==> config.mk <==
export PLATFORM = sky130hd
export DESIGN_NAME = ram_time_mux
export DESIGN_NICKNAME = d
export VERILOG_FILES = /design/src/rtl/ram_time_mux_pkg.sv /design/src/rtl/ram_time_mux_tagpipe.sv /design/src/rtl/ram_time_mux.sv
export SDC_FILE = /design/constraint.sdc
export NUM_CORES = 1
export LEC_CHECK = 0
export BUFFER_PORTS_ARGS = -buffer_cell sky130_fd_sc_hd__clkbuf_2
export CORE_UTILIZATION = 25
export CTS_BUF_LIST = sky130_fd_sc_hd__clkbuf_16
export CTS_CLUSTER_DIAMETER = 120
export CTS_CLUSTER_SIZE = 8
export DETAILED_ROUTE_END_ITERATION = 6
export GPL_TIMING_DRIVEN = 0
export SYNTH_ARGS = -nofsm -noshare
export SYNTH_HDL_FRONTEND = slang
export SYNTH_SLANG_ARGS = --single-unit
==> constraint.sdc <==
create_clock -name clock_in -period 2.36 [get_ports clock_in]
set_clock_uncertainty 0.2 [all_clocks]
set_input_delay 0.118 -clock clock_in [delete_from_list [all_inputs] [get_ports clock_in]]
set_output_delay 0.118 -clock clock_in [all_outputs]
set_load 0.05 [all_outputs]
==> src/rtl/ram_time_mux_pkg.sv <==
// Shared definitions for ram_time_mux: slot encoding, read-tag record and
// the legal RD_LATENCY range.
package ram_time_mux_pkg;

  typedef enum logic {
    SLOT_A = 1'b0,
    SLOT_B = 1'b1
  } slot_e;

  typedef struct packed {
    logic  valid;
    slot_e port;
  } tag_t;

  localparam int unsigned RD_LATENCY_MIN = 1;
  localparam int unsigned RD_LATENCY_MAX = 4;

endpackage

==> src/rtl/ram_time_mux_tagpipe.sv <==
// Tag shift register following each issued read through the RAM latency and
// raising the owning port's latch enable when the data reaches the RAM output.
module ram_time_mux_tagpipe
  import ram_time_mux_pkg::*;
#(
  parameter int unsigned RD_LATENCY = 2
) (
  input  logic clock_in,
  input  logic reset_in,
  input  logic issue_vld,
  input  logic issue_port,
  output logic a_latch_en_out,
  output logic b_latch_en_out
);

  if (RD_LATENCY < RD_LATENCY_MIN || RD_LATENCY > RD_LATENCY_MAX) begin : g_bad_latency
    $error("ram_time_mux_tagpipe: RD_LATENCY outside legal range");
  end

  tag_t pipe_r [RD_LATENCY];

  // Input is the registered RAM strobe, so the tail is reached on the cycle
  // before the data appears and the registered enable lines up with it.
  always_ff @(posedge clock_in or posedge reset_in) begin
    if (reset_in) begin
      for (int unsigned i = 0; i < RD_LATENCY; i++) pipe_r[i] <= '0;
      a_latch_en_out <= 1'b0;
      b_latch_en_out <= 1'b0;
    end else begin
      pipe_r[0].valid <= issue_vld;
      pipe_r[0].port  <= slot_e'(issue_port);
      for (int unsigned i = 1; i < RD_LATENCY; i++) pipe_r[i] <= pipe_r[i-1];
      a_latch_en_out <= pipe_r[RD_LATENCY-1].valid && (pipe_r[RD_LATENCY-1].port == SLOT_A);
      b_latch_en_out <= pipe_r[RD_LATENCY-1].valid && (pipe_r[RD_LATENCY-1].port == SLOT_B);
    end
  end

endmodule

==> src/rtl/ram_time_mux.sv <==
// Two-port time multiplexer driving a single-port RAM at twice the requester
// rate. Optional protocol checking is built when RAM_TIME_MUX_ERR_EN is defined.
module ram_time_mux
  import ram_time_mux_pkg::*;
#(
  parameter int unsigned ADDR_WIDTH = 10,
  parameter int unsigned DATA_WIDTH = 32,
  parameter int unsigned RD_LATENCY = 2
) (
  input  logic                  clock_in,
  input  logic                  reset_in,
  output logic                  phase_out,
  input  logic                  a_rd_in,
  input  logic                  a_wr_in,
  input  logic [ADDR_WIDTH-1:0] a_addr_in,
  input  logic [DATA_WIDTH-1:0] a_wdata_in,
  input  logic                  b_rd_in,
  input  logic                  b_wr_in,
  input  logic [ADDR_WIDTH-1:0] b_addr_in,
  input  logic [DATA_WIDTH-1:0] b_wdata_in,
  output logic [ADDR_WIDTH-1:0] ram_addr_out,
  output logic                  ram_rd_out,
  output logic                  ram_wr_out,
  output logic [DATA_WIDTH-1:0] ram_wdata_out,
  output logic                  a_latch_en_out,
  output logic                  b_latch_en_out,
  output logic                  a_rdata_vld_out,
  output logic                  b_rdata_vld_out,
  output logic                  err_out
);

  logic                  phase_r;
  logic                  ram_port_r;
  logic                  sel_rd;
  logic                  sel_wr;
  logic [ADDR_WIDTH-1:0] sel_addr;
  logic [DATA_WIDTH-1:0] sel_wdata;
  logic                  a_vld_hold_r;
  logic                  b_vld_hold_r;

  assign phase_out = phase_r;

  always_comb begin
    sel_rd    = b_rd_in;
    sel_wr    = b_wr_in;
    sel_addr  = b_addr_in;
    sel_wdata = b_wdata_in;
    if (phase_r == SLOT_A) begin
      sel_rd    = a_rd_in;
      sel_wr    = a_wr_in;
      sel_addr  = a_addr_in;
      sel_wdata = a_wdata_in;
    end
  end

  // A write wins over a read on the same port; the read is dropped.
  always_ff @(posedge clock_in or posedge reset_in) begin
    if (reset_in) begin
      phase_r       <= SLOT_A;
      ram_port_r    <= SLOT_A;
      ram_rd_out    <= 1'b0;
      ram_wr_out    <= 1'b0;
      ram_addr_out  <= '0;
      ram_wdata_out <= '0;
    end else begin
      phase_r    <= ~phase_r;
      ram_port_r <= phase_r;
      ram_rd_out <= sel_rd & ~sel_wr;
      ram_wr_out <= sel_wr;
      if (sel_rd || sel_wr) ram_addr_out <= sel_addr;
      if (sel_wr) ram_wdata_out <= sel_wdata;
    end
  end

  ram_time_mux_tagpipe #(
    .RD_LATENCY (RD_LATENCY)
  ) u_tagpipe (
    .clock_in       (clock_in),
    .reset_in       (reset_in),
    .issue_vld      (ram_rd_out),
    .issue_port     (ram_port_r),
    .a_latch_en_out (a_latch_en_out),
    .b_latch_en_out (b_latch_en_out)
  );

  // Valid spans the two cycles after each latch enable; a new enable restarts it.
  always_ff @(posedge clock_in or posedge reset_in) begin
    if (reset_in) begin
      a_rdata_vld_out <= 1'b0;
      b_rdata_vld_out <= 1'b0;
      a_vld_hold_r    <= 1'b0;
      b_vld_hold_r    <= 1'b0;
    end else begin
      a_rdata_vld_out <= a_latch_en_out | a_vld_hold_r;
      a_vld_hold_r    <= a_latch_en_out;
      b_rdata_vld_out <= b_latch_en_out | b_vld_hold_r;
      b_vld_hold_r    <= b_latch_en_out;
    end
  end

`ifdef RAM_TIME_MUX_ERR_EN
  localparam int unsigned REQ_W = 2 + ADDR_WIDTH + DATA_WIDTH;

  logic [REQ_W-1:0] a_req;
  logic [REQ_W-1:0] b_req;
  logic [REQ_W-1:0] a_snap_r;
  logic [REQ_W-1:0] b_snap_r;
  logic             a_seen_r;
  logic             b_seen_r;
  logic             err_r;

  assign a_req   = {a_rd_in, a_wr_in, a_addr_in, a_wdata_in};
  assign b_req   = {b_rd_in, b_wr_in, b_addr_in, b_wdata_in};
  assign err_out = err_r;

  // Each port is re-checked at its off-phase edge against what was sampled.
  always_ff @(posedge clock_in or posedge reset_in) begin
    if (reset_in) begin
      a_snap_r <= '0;
      b_snap_r <= '0;
      a_seen_r <= 1'b0;
      b_seen_r <= 1'b0;
      err_r    <= 1'b0;
    end else if (phase_r == SLOT_A) begin
      a_snap_r <= a_req;
      a_seen_r <= 1'b1;
      if ((a_rd_in && a_wr_in) || (b_seen_r && (b_req != b_snap_r))) err_r <= 1'b1;
    end else begin
      b_snap_r <= b_req;
      b_seen_r <= 1'b1;
      if ((b_rd_in && b_wr_in) || (a_seen_r && (a_req != a_snap_r))) err_r <= 1'b1;
    end
  end
`else
  assign err_out = 1'b0;
`endif

endmodule

==> results of run 1 <==
==> tightest hold or removal path: stages <==
cell and delay, ns:
clkbuf_2 0.12, mux2i_1 0.09, buf_4 0.19, inv_1 0.08
==> repair_timing <==
item | CTS | global route
gates resized for setup | 0 | 0
hold buffers | 87 | 0
endpoints found under the hold margin | 64 | 0
==> routing by layer <==
layer	global-route usage, %	vias to the layer above
met4	3.01	0
met1	16.1	1144
met2	26.7	90
li1	-	1178
met5	0	-
met3	3.31	8
==> stage by stage <==
stage | hold slack (ns) | worst slack (ns) | util, % | instance area [µm²]
global placement | 0.131 | -0.131 | 34.4 | 3340
finish | 0.137 | 0.238 | 45.0 | 4380
floorplan | 0.0710 | 0.556 | - | 2490
global route | 0.165 | 0.132 | 45.0 | 4380
CTS | 0.139 | 0.223 | 45.0 | 4380
detailed placement | -0.0273 | 0.572 | 34.6 | 3360
==> cell type report <==
| class | instances | area [µm²] |
|---|---|---|
| flip-flops and latches | 56 | 1400 |
| fillers | 941 | 5350 |
| multi-input cells | 136 | 976 |
| plain buffers | 13 | 98.8 |
| clock inverters | 3 | 22.5 |
| clock buffers | 5 | 125 |
| inverters | 3 | 11.3 |
| well taps | 133 | 166 |
| repair buffers | 226 | 1580 |
==> how the worst min path moves through the flow <==
stage	start	endpoint	slack, ns	depth (start not counted)
after floorplan	a_rd_in	ram_rd_out	0.07	2
after global placement	ram_port_r	u_tagpipe.pipe_r[2]	0.13	0
after detailed placement	reset_in	ram_wdata_out[13]	-0.03	2
after CTS	b_wr_in	ram_wr_out	0.14	4
after global routing	ram_port_r	u_tagpipe.pipe_r[2]	0.17	0
final	a_wr_in	ram_wr_out	0.14	4
==> state kept, by name, indices dropped and copies added, names as in the netlist <==
signal / flops
ram_port_r: 1
phase_out: 1
ram_wr_out: 1
ram_wdata_out: 32
u_tagpipe.b_latch_en_out: 1
a_vld_hold_r: 1
u_tagpipe.pipe_r: 4
a_rdata_vld_out: 1
ram_rd_out: 1
ram_addr_out: 10
u_tagpipe.a_latch_en_out: 1
b_rdata_vld_out: 1
b_vld_hold_r: 1
==> power by group through the flow <==
stage	Clock, mW	Sequential (mW)	Combinational, mW
final	0.751	1.07	0.668
after global routing	0.827	1.08	0.718
after CTS	0.786	1.07	0.669
after detailed placement	0	1.09	0.552
after global placement	0	1.09	0.540
after floorplan	0	1.32	0.126
==> placed cells by master, fill, tap and decap left out <==
cell type      Yosys  final
and2_1             1      1
buf_12             0      1
buf_2              4      4
buf_4              4      4
buf_6              4      4
clkbuf_1           1      1
clkbuf_16          0      5
clkbuf_2           0    138
clkinv_2           0      1
clkinv_4           0      1
conb_1             1      1
dfrtp_1           56     56
dlygate4sd3_1      0     87
inv_1              3      2
inv_2              0      1
inv_6              0      1
mux2i_1           64     64
nand2_1           32     32
nor2_1             1      1
nor2_4             2      2
nor2b_1            1      1
o21ai_0           29     29
o21ai_1            3      3
or2_2              2      2
==> cells by family after synthesis <==
group           count (synthesis)  share of synthesized area, %
compound gates                 32                          6.44
flops                          56                          56.3
simple gates                   39                          6.89
buf+inv                        16                          4.43
other cells                     1                         0.151
mux                            64                          25.8
==> key figures, run 1 <==
Synth
  – Ys flop type: dfrtp_1
  – Post-synth top area share: 56.3%
  – Post-Synthesis Cells: 208
  – Syn_nets: 298
  – Post-synthesis async set-or-reset flop share: 100%
  – Post-synth EDFFs: 0
  – Post-synth top cells: mux2i_1, dfrtp_1, nand2_1, o21ai_0
  – Yosys top cell by area: dfrtp_1
  – Syn avg cell area: between 10 and 15 µm²
  – Synth Warn #: 0
  – Most frequent cell after synthesis: mux2i_1
  – Mapped Area: 0.00249 mm²
  – Count of cell types in the netlist: 16
  – Seq/Total Area, Yosys: 56.3%
  – Flops & latches, synth: 56
  – Synth top area cells: dfrtp_1, mux2i_1, o21ai_0

Clock tree
  – CTS sink count: 56
  – Root Buffer: clkbuf_16
  – Setup bufs post-CTS: 0
  – Clock buffer count from CTS: 5
  – Clk Latency, worst-skew pair: 0.29 ns
  – H-Tree Depth: 2
  – Clk slew on worst S/H paths: 0.08 ns
  – Clock tree buffer depth: 2
  – CTS tree: yes

Pwr
  – Final Power: roughly 2.5 mW
  – Switching power: 800 µW
  – Pwr dens: 568 mW/mm²
  – Int Pwr: 1.69 mW
  – Sw Share: between 30% and 40%
  – Clock power share: 30.2%
  – Comb pwr share: 26.8%
  – Peak supply drop: 0.000378 V
  – Static leakage: between 2 and 2.5 nW
  – Sequential share of power: between 40 and 50%

Detailed routing
  – Post-DRT Antenna Nets: 0
  – WL final: approximately 7300 µm
  – Avg WL per Cell: 12.7 µm
  – Residual DRC: 0
  – Top routing layer in use: met4
  – WL met2: 3760 µm
  – Via/cell ratio: 4.21
  – WL met3: 467 µm
  – Via count: around 2,400
  – DR iter-0 viols: 14
  – M1 WL: 3010 µm
  – Drt first pass iters: 6

Layout
  – Diodes inserted: 0
  – Finished Layout Cells: about 580
  – Nets: 531
  – Layout area overhead: 76.2%
  – Share of layout cells above drive strength 1: about 37%

Critical path
  – CP max-delay cell: dlygate4sd3_1
  – Crit. End Element: flop
  – Crit start category: flop
  – Critical Path Start: phase_out
  – Maximum fanout along the worst path: 10
  – WP depth: 5
  – Worst reg2reg path endpoint: ram_wdata_out[12]
  – Worst Path Buf+Inv: 3
  – Reg2reg setup slack: 0.24 ns
  – Largest stage delay, worst path: 0.57 ns
  – Worst Path Required: 2.32 ns
  – Crit-path cells: buf_4, buf_2, mux2i_1, dlygate4sd3_1, o21ai_0
  – CP top delay family: buffers and inverters
  – Worst Setup EP: ram_wdata_out[12]
  – Crit path kind: flop to flop
  – Reg-to-Reg Start: phase_out
  – FF-to-FF path depth: 5
  – WP data arrival: 2.09 ns

Global route
  – GRT Total Usage: 14.2%
  – Antenna violations before repair: 0
  – Vias in the first global route: 2,381
  – First-pass GRT wire length: between 10,000 and 15,000 µm
  – GR Overflow Total: 0
  – Largest net degree at the start of global routing: 36

STA
  – Final Hold Viols: 0
  – Setup TNS Final: 0 ns
  – Fmax: 471 MHz
  – RSZ-0062 raised after global routing: no
  – Final setup violation count: 0
  – Fin crit share: 89.9%
  – Post-route minimum period: 2.12 ns
  – Slew Limit Fails: 0

Floorplan
  – Row count: 36
  – Die Height: 102 µm
  – Die X: a little over 100 µm
  – Die area: a little over 0.01 mm²
  – Starting density of the core: 25.6%
  – Core area: 0.00973 mm²
  – IO Pins: 140

Placed design
  – Port buffer count: roughly 140
  – Detailed Place HPWL: 4730 µm
  – RePlAce Congestion: 0.616
  – Inst Count DP: 480

Worst hold path
  – Worst Hold Class: input pin to flop

Outcome
  – Status: completed

Job
  – Max-cap violations: 0
(Power assumes the default switching activity.)
==> run 2: changes to the inputs <==
--- a/config.mk
+++ b/config.mk
@@ -6,12 +6,14 @@
 export NUM_CORES = 1
 export LEC_CHECK = 0
 export BUFFER_PORTS_ARGS = -buffer_cell sky130_fd_sc_hd__clkbuf_2
-export CORE_UTILIZATION = 25
+export CORE_ASPECT_RATIO = 1.4
+export CORE_UTILIZATION = 44
 export CTS_BUF_LIST = sky130_fd_sc_hd__clkbuf_16
 export CTS_CLUSTER_DIAMETER = 120
 export CTS_CLUSTER_SIZE = 8
 export DETAILED_ROUTE_END_ITERATION = 6
 export GPL_TIMING_DRIVEN = 0
+export PLACE_DENSITY = 0.8
 export SYNTH_ARGS = -nofsm -noshare
 export SYNTH_HDL_FRONTEND = slang
 export SYNTH_SLANG_ARGS = --single-unit
==> run 2 against run 1 <==
  * The run now ends with hold timing left
  * Sequential share of layout area increased by 0.79 points
  * Fmax decreased by 0.25%
  * Cell area decreased by 2.4%
  * Cell count decreased by 12%
  * Register-to-register slack improved by 0.02 ns
  * Sequential power about the same
  * Die area decreased by 42%
  * Utilization increased by 33 points
  * First-iteration DRC count increased to 7.6 times the previous value
  * Largest cell class unchanged
==> key figures, run 2 (same netlist as run 1, synthesis figures left out) <==
Outcome
  – Status: complete, but fails checks
  – Failing checks: hold timing

Layout
  – Layout filler cell count: roughly 340
  – Commonest non-fill, non-tap cell in the layout: clkbuf_2
  – Largest registers: ram_wdata_out: 32 flops, ram_addr_out: 10 flops, u_tagpipe.pipe_r: 4 flops
  – Diodes inserted: 0
  – Largest Register: ram_wdata_out
  – Layout area overhead: 72.0%
  – Nets: ~530
  – Share of layout cells above drive strength 1: around 37%
  – Max reg flops: 32
  – Storage cell area: approximately 0.0014 mm²
  – Multi-input gate area: 976 µm²
  – Commonest non-fill, non-tap cells in the layout: clkbuf_2, dlygate4sd3_1, mux2i_1

Detailed routing
  – Drt first pass iters: 4
  – Residual DRC: 0
  – Via count: 2,523
  – Avg WL per Cell: 14.9 µm
  – Post-DRT Antenna Nets: 0
  – WL final: 7550 µm
  – Via/cell ratio: 4.97
  – DR iter-0 viols: between 100 and 150

Clock tree
  – H-Tree Depth: 2
  – CTS resizes: 0
  – CTS tree: yes
  – Clock buffer count from CTS: 5
  – CTS sink count: 56
  – Clk Latency, worst-skew pair: a little under 0.3 ns
  – Clk slew on worst S/H paths: 0.07 ns
  – Root Buffer: clkbuf_16
  – Clock tree buffer depth: 2

STA
  – Final Worst Setup Slack: ~0.23 ns
  – Post-route minimum period: roughly 2.1 ns
  – Final Hold Viols: 1
  – RSZ-0062 raised after global routing: no
  – Slew of the pin with the lowest slew margin: 0.504 ns
  – WHS: -0.00175 ns
  – Fin crit share: 90.1%
  – Final setup violation count: 0
  – Fmax: around 470 MHz
  – Slew Limit Fails: 0
  – Relative slew slack: between 60% and 70%
  – Setup TNS Final: 0 ns

Placed design
  – Placement Setup Slack: between 0.6 and 0.7 ns
  – Detailed Place HPWL: 4310 µm
  – RePlAce Congestion: 0.684
  – Port buffer count: 138

Floorplan
  – IO Pins: 140
  – Row count: 32
  – Die X: 65.5 µm
  – Starting density of the core: 45.3%
  – Die Height: 91.0 µm
  – Die area: 0.00596 mm²
  – Core area: 0.00549 mm²

Pwr
  – Pwr dens: 577 mW/mm²
  – Peak supply drop: 0.000435 V
  – Static leakage: between 2 and 2.5 nW

Global route
  – Largest net degree at the start of global routing: 35
  – First-pass GRT wire length: roughly 12,000 µm
  – Vias in the first global route: about 2,700
  – GRT Total Usage: a little over a quarter
  – Antenna violations before repair: 0
  – GR Overflow Total: 0

Critical path
  – Reg2reg setup slack: 0.26 ns
  – Reg-to-Reg Start: phase_out
  – Worst reg2reg path endpoint: ram_wdata_out[28]
  – FF-to-FF path depth: 5
  – Worst Path Required: 2.33 ns
  – Crit start category: input pin
  – Maximum fanout along the worst path: 10
  – WP data arrival: 2.10 ns
  – Crit. End Element: flop
  – Crit path kind: input pin to flop

Worst hold path
  – Worst Hold Class: input pin to flop
  – Worst hold endpoint: ram_wdata_out[26]
  – Hold Path Origin: a_wdata_in[26]
  – Hold Path Depth: 3

Job
  – Max-cap violations: 0
## run 2: changes by cell type in the layout (fill, tap and decap cells not counted)
cell,previous run,this run
dlygate4sd3_1,87,85
clkinv_2,1,2
inv_6,1,0
## run 2: layout make-up
class	count	share of cell area, %
Timing Repair Buffer	224	36.5
Sequential cell	56	32.8
Multi-Input combinational cell	136	22.8
Clock buffer	5	2.92
Buffer	13	2.31
Tap cell	68	1.99
Clock inverter	3	0.439
Inverter	3	0.263
## run 2: per-layer routing
| layer | share of wire [%] | up-vias | GRT usage [%] |
|---|---|---|---|
| met3 | 5.3 | 34 | 6.41 |
| met1 | 36 | 1215 | 27.0 |
| li1 | - | 1171 | - |
| met4 | 4.6 | 0 | 14.3 |
| met2 | 54 | 103 | 46.8 |
| met5 | 0 | - | 0 |
## run 2: timing repair
| action | in CTS | in global routing |
|---|---|---|
| buffers inserted | 0 | 0 |
| hold endpoints to repair | 64 | 0 |
| hold buffers | 85 | 0 |
## run 2: worst max-delay path by stage
stage                   start           endpoint  slack, ns  cells past startpoint
global route        phase_out   ram_wdata_out[5]       0.15                      5
global placement     reset_in   ram_wdata_out[0]      0.004                      2
detailed placement  phase_out  ram_wdata_out[26]       0.62                      4
floorplan           phase_out  ram_wdata_out[14]       0.56                      5
finish                a_rd_in    ram_addr_out[0]       0.23                      6
CTS                 phase_out  ram_wdata_out[23]       0.25                      5
## run 2: power by group
group,leakage [nW],switching [mW],internal [mW]
logic,1.59,0.420,0.261
clock network,0.0736,0.326,0.392
registers,0.684,0.0418,1.03
## run 2: stage by stage
stage	area, µm²	power (mW)	util, %	instances
floorplan	2490	1.45	-	208
detailed placement	3280	1.64	59.9	415
finish	4280	2.47	78.0	508
global route	4280	2.57	78.0	508
CTS	4280	2.47	78.0	508
global placement	3260	1.62	59.5	414
## run 2: critical path, cell delays in order
cell and delay (ns):
dlygate4sd3_1 0.53, clkbuf_2 0.14, nor2_4 0.34, mux2i_1 0.28
mux2i_1 0.12, dlygate4sd3_1 0.57
==> run 3: changes to the inputs <==
--- a/config.mk
+++ b/config.mk
@@ -14,6 +14,7 @@
 export DETAILED_ROUTE_END_ITERATION = 6
 export GPL_TIMING_DRIVEN = 0
 export PLACE_DENSITY = 0.8
+export RECOVER_POWER = 25
 export SYNTH_ARGS = -nofsm -noshare
 export SYNTH_HDL_FRONTEND = slang
 export SYNTH_SLANG_ARGS = --single-unit
==> run 3 against run 2 <==
  * Global-route usage stayed put
  * Highest routed layer unchanged
  * Sequential cell count did not move
  * Cell count did not move
  * Critical path depth did not move
  * Via count rose by 0.20%
  * Total power is 0.12% lower
  * Clock-buffer cell count unchanged
  * Setup slack about the same
  * Combinational power about the same
  * The flow still finishes with violations (hold timing)
  * First-iteration DRC count up 4.7%
  * Clock power is essentially flat
  * Largest power group unchanged
==> key figures, run 3 (same netlist as run 1, synthesis figures left out) <==
Floorplan
  – Die X: approximately 66 µm
  – IO Pins: 140
  – Die Height: 91.0 µm
  – Die area: 0.00596 mm²
  – Core area: ~0.0055 mm²
  – Row count: 32
  – Starting density of the core: a little under half

Pwr
  – Sequential share of power: 43.4%
  – Int Pwr: 1.68 mW
  – Switching power: 788 µW
  – Comb pwr share: 27.5%
  – Clock power share: 29.1%
  – Pwr dens: 578 mW/mm²
  – Peak supply drop: roughly 0.00043 V
  – Static leakage: roughly 2.3 nW
  – Sw Share: 31.9%

Clock tree
  – Clk slew on worst S/H paths: 0.07 ns
  – CTS resizes: 0
  – Clock tree buffer depth: 2
  – CTS sink count: 56
  – H-Tree Depth: 2
  – Clk Latency, worst-skew pair: 0.29 ns
  – Root Buffer: clkbuf_16
  – Clock buffer count from CTS: 5
  – CTS tree: yes

STA
  – Slew Limit Fails: 0
  – Final setup violation count: 0
  – Relative slew slack: 39.0%
  – Final Hold Viols: 1
  – RSZ-0062 raised after global routing: no
  – Setup TNS Final: 0 ns
  – WHS: -0.00111 ns
  – Slew of the pin with the lowest slew margin: just over 0.9 ns
  – Fmax: 470 MHz
  – Post-route minimum period: 2.13 ns
  – Fin crit share: between 90 and 100%

Layout
  – Commonest non-fill, non-tap cell in the layout: clkbuf_2
  – Share of layout cells above drive strength 1: a little over a third
  – Max reg flops: 32
  – Largest registers: ram_wdata_out: 32 flops, ram_addr_out: 10 flops, u_tagpipe.pipe_r: 4 flops
  – Largest Register: ram_wdata_out
  – Commonest non-fill, non-tap cells in the layout: clkbuf_2, dlygate4sd3_1, mux2i_1
  – Diodes inserted: 0
  – Layout area overhead: 71.6%
  – Nets: 529

Placed design
  – Port buffer count: 138
  – Detailed Place HPWL: about 4300 µm
  – RePlAce Congestion: 0.684

Critical path
  – Maximum fanout along the worst path: 10
  – Worst Path Required: 2.33 ns
  – Crit. End Element: flop
  – Crit path kind: input pin to flop
  – WP data arrival: 2.10 ns
  – Crit start category: input pin

Detailed routing
  – Residual DRC: 0
  – Post-DRT Antenna Nets: 0
  – Avg WL per Cell: about 15 µm
  – WL final: 7560 µm
  – Via/cell ratio: 4.98
  – Via count: 2,528
  – Drt first pass iters: 4
  – DR iter-0 viols: 111

Worst hold path
  – Worst Hold Class: input pin to flop

Outcome
  – Status: complete, but fails checks
  – Failing checks: hold timing

Global route
  – First-pass GRT wire length: 11,900 µm
  – Vias in the first global route: 2,720
  – GR Overflow Total: 0
  – GRT Total Usage: 26.2%
  – Antenna violations before repair: 0
  – Largest net degree at the start of global routing: 35

Job
  – Max-cap violations: 0
## run 3: routing by layer
| layer | vias to the layer above | global-route usage (%) | share of wire, % |
|---|---|---|---|
| met5 | - | 0 | 0 |
| met4 | 0 | 14.3 | 4.6 |
| met3 | 34 | 6.41 | 5.3 |
| met2 | 108 | 46.8 | 54 |
| met1 | 1215 | 27.0 | 36 |
| li1 | 1171 | - | - |
## run 3: path summary, 6_finish.rpt
| kind | startpoint | endpoint | slack [ns] | cells past startpoint |
|---|---|---|---|---|
| max | a_rd_in | ram_addr_out[0] | 0.23 | 6 |
| max reg2reg | phase_out | ram_wdata_out[28] | 0.26 | 5 |
| max in group asynchronous | reset_in | ram_wdata_out[30] | 0.89 | 4 |
| min reg2reg | u_tagpipe.pipe_r[2] | u_tagpipe.pipe_r[0] | 0.15 | 0 |
| min | a_wdata_in[26] | ram_wdata_out[26] | -0.001 | 3 |
| min in group asynchronous | reset_in | ram_wdata_out[9] | 0.37 | 3 |
## run 3: timing repair
item                                   in CTS  in global routing
hold buffers                               85                  0
endpoints found under the hold margin      64                  0
buffers inserted                            0                  0
## run 3: critical path: stages
cell           delay (ns)
dlygate4sd3_1        0.53
clkbuf_2             0.14
nor2_4               0.34
mux2i_1              0.28
mux2i_1              0.12
dlygate4sd3_1        0.57
## run 3: final cells by class
type	instances	area (µm²)
plain buffers	13	98.8
repair buffers	224	1550
multi-input cells	136	976
flip-flops and latches	56	1400
fillers	348	1220
clock inverters	3	18.8
inverters	3	11.3
well taps	68	85.1
clock buffers	5	125
## run 3: metrics by stage
step / cell area [µm²] / instances / power (mW) / util, % / setup WS (ns)
6_report: 4270 / 508 / 2.47 / 77.8 / 0.233
5_1_grt: 4270 / 508 / 2.57 / 77.8 / 0.154
4_1_cts: 4280 / 508 / 2.47 / 78.0 / 0.246
3_5_place_dp: 3280 / 415 / 1.64 / 59.9 / 0.616
3_3_place_gp: 3260 / 414 / 1.62 / 59.5 / 0.00428
2_1_floorplan: 2490 / 208 / 1.45 / - / 0.556
## run 3: power groups by stage
stage               registers (mW)  logic [mW]  clock network [mW]
finish                        1.07       0.678               0.718
global route                  1.08       0.715               0.779
CTS                           1.07       0.665               0.734
detailed placement            1.09       0.550                   0
global placement              1.08       0.535                   0
floorplan                     1.32       0.126                   0
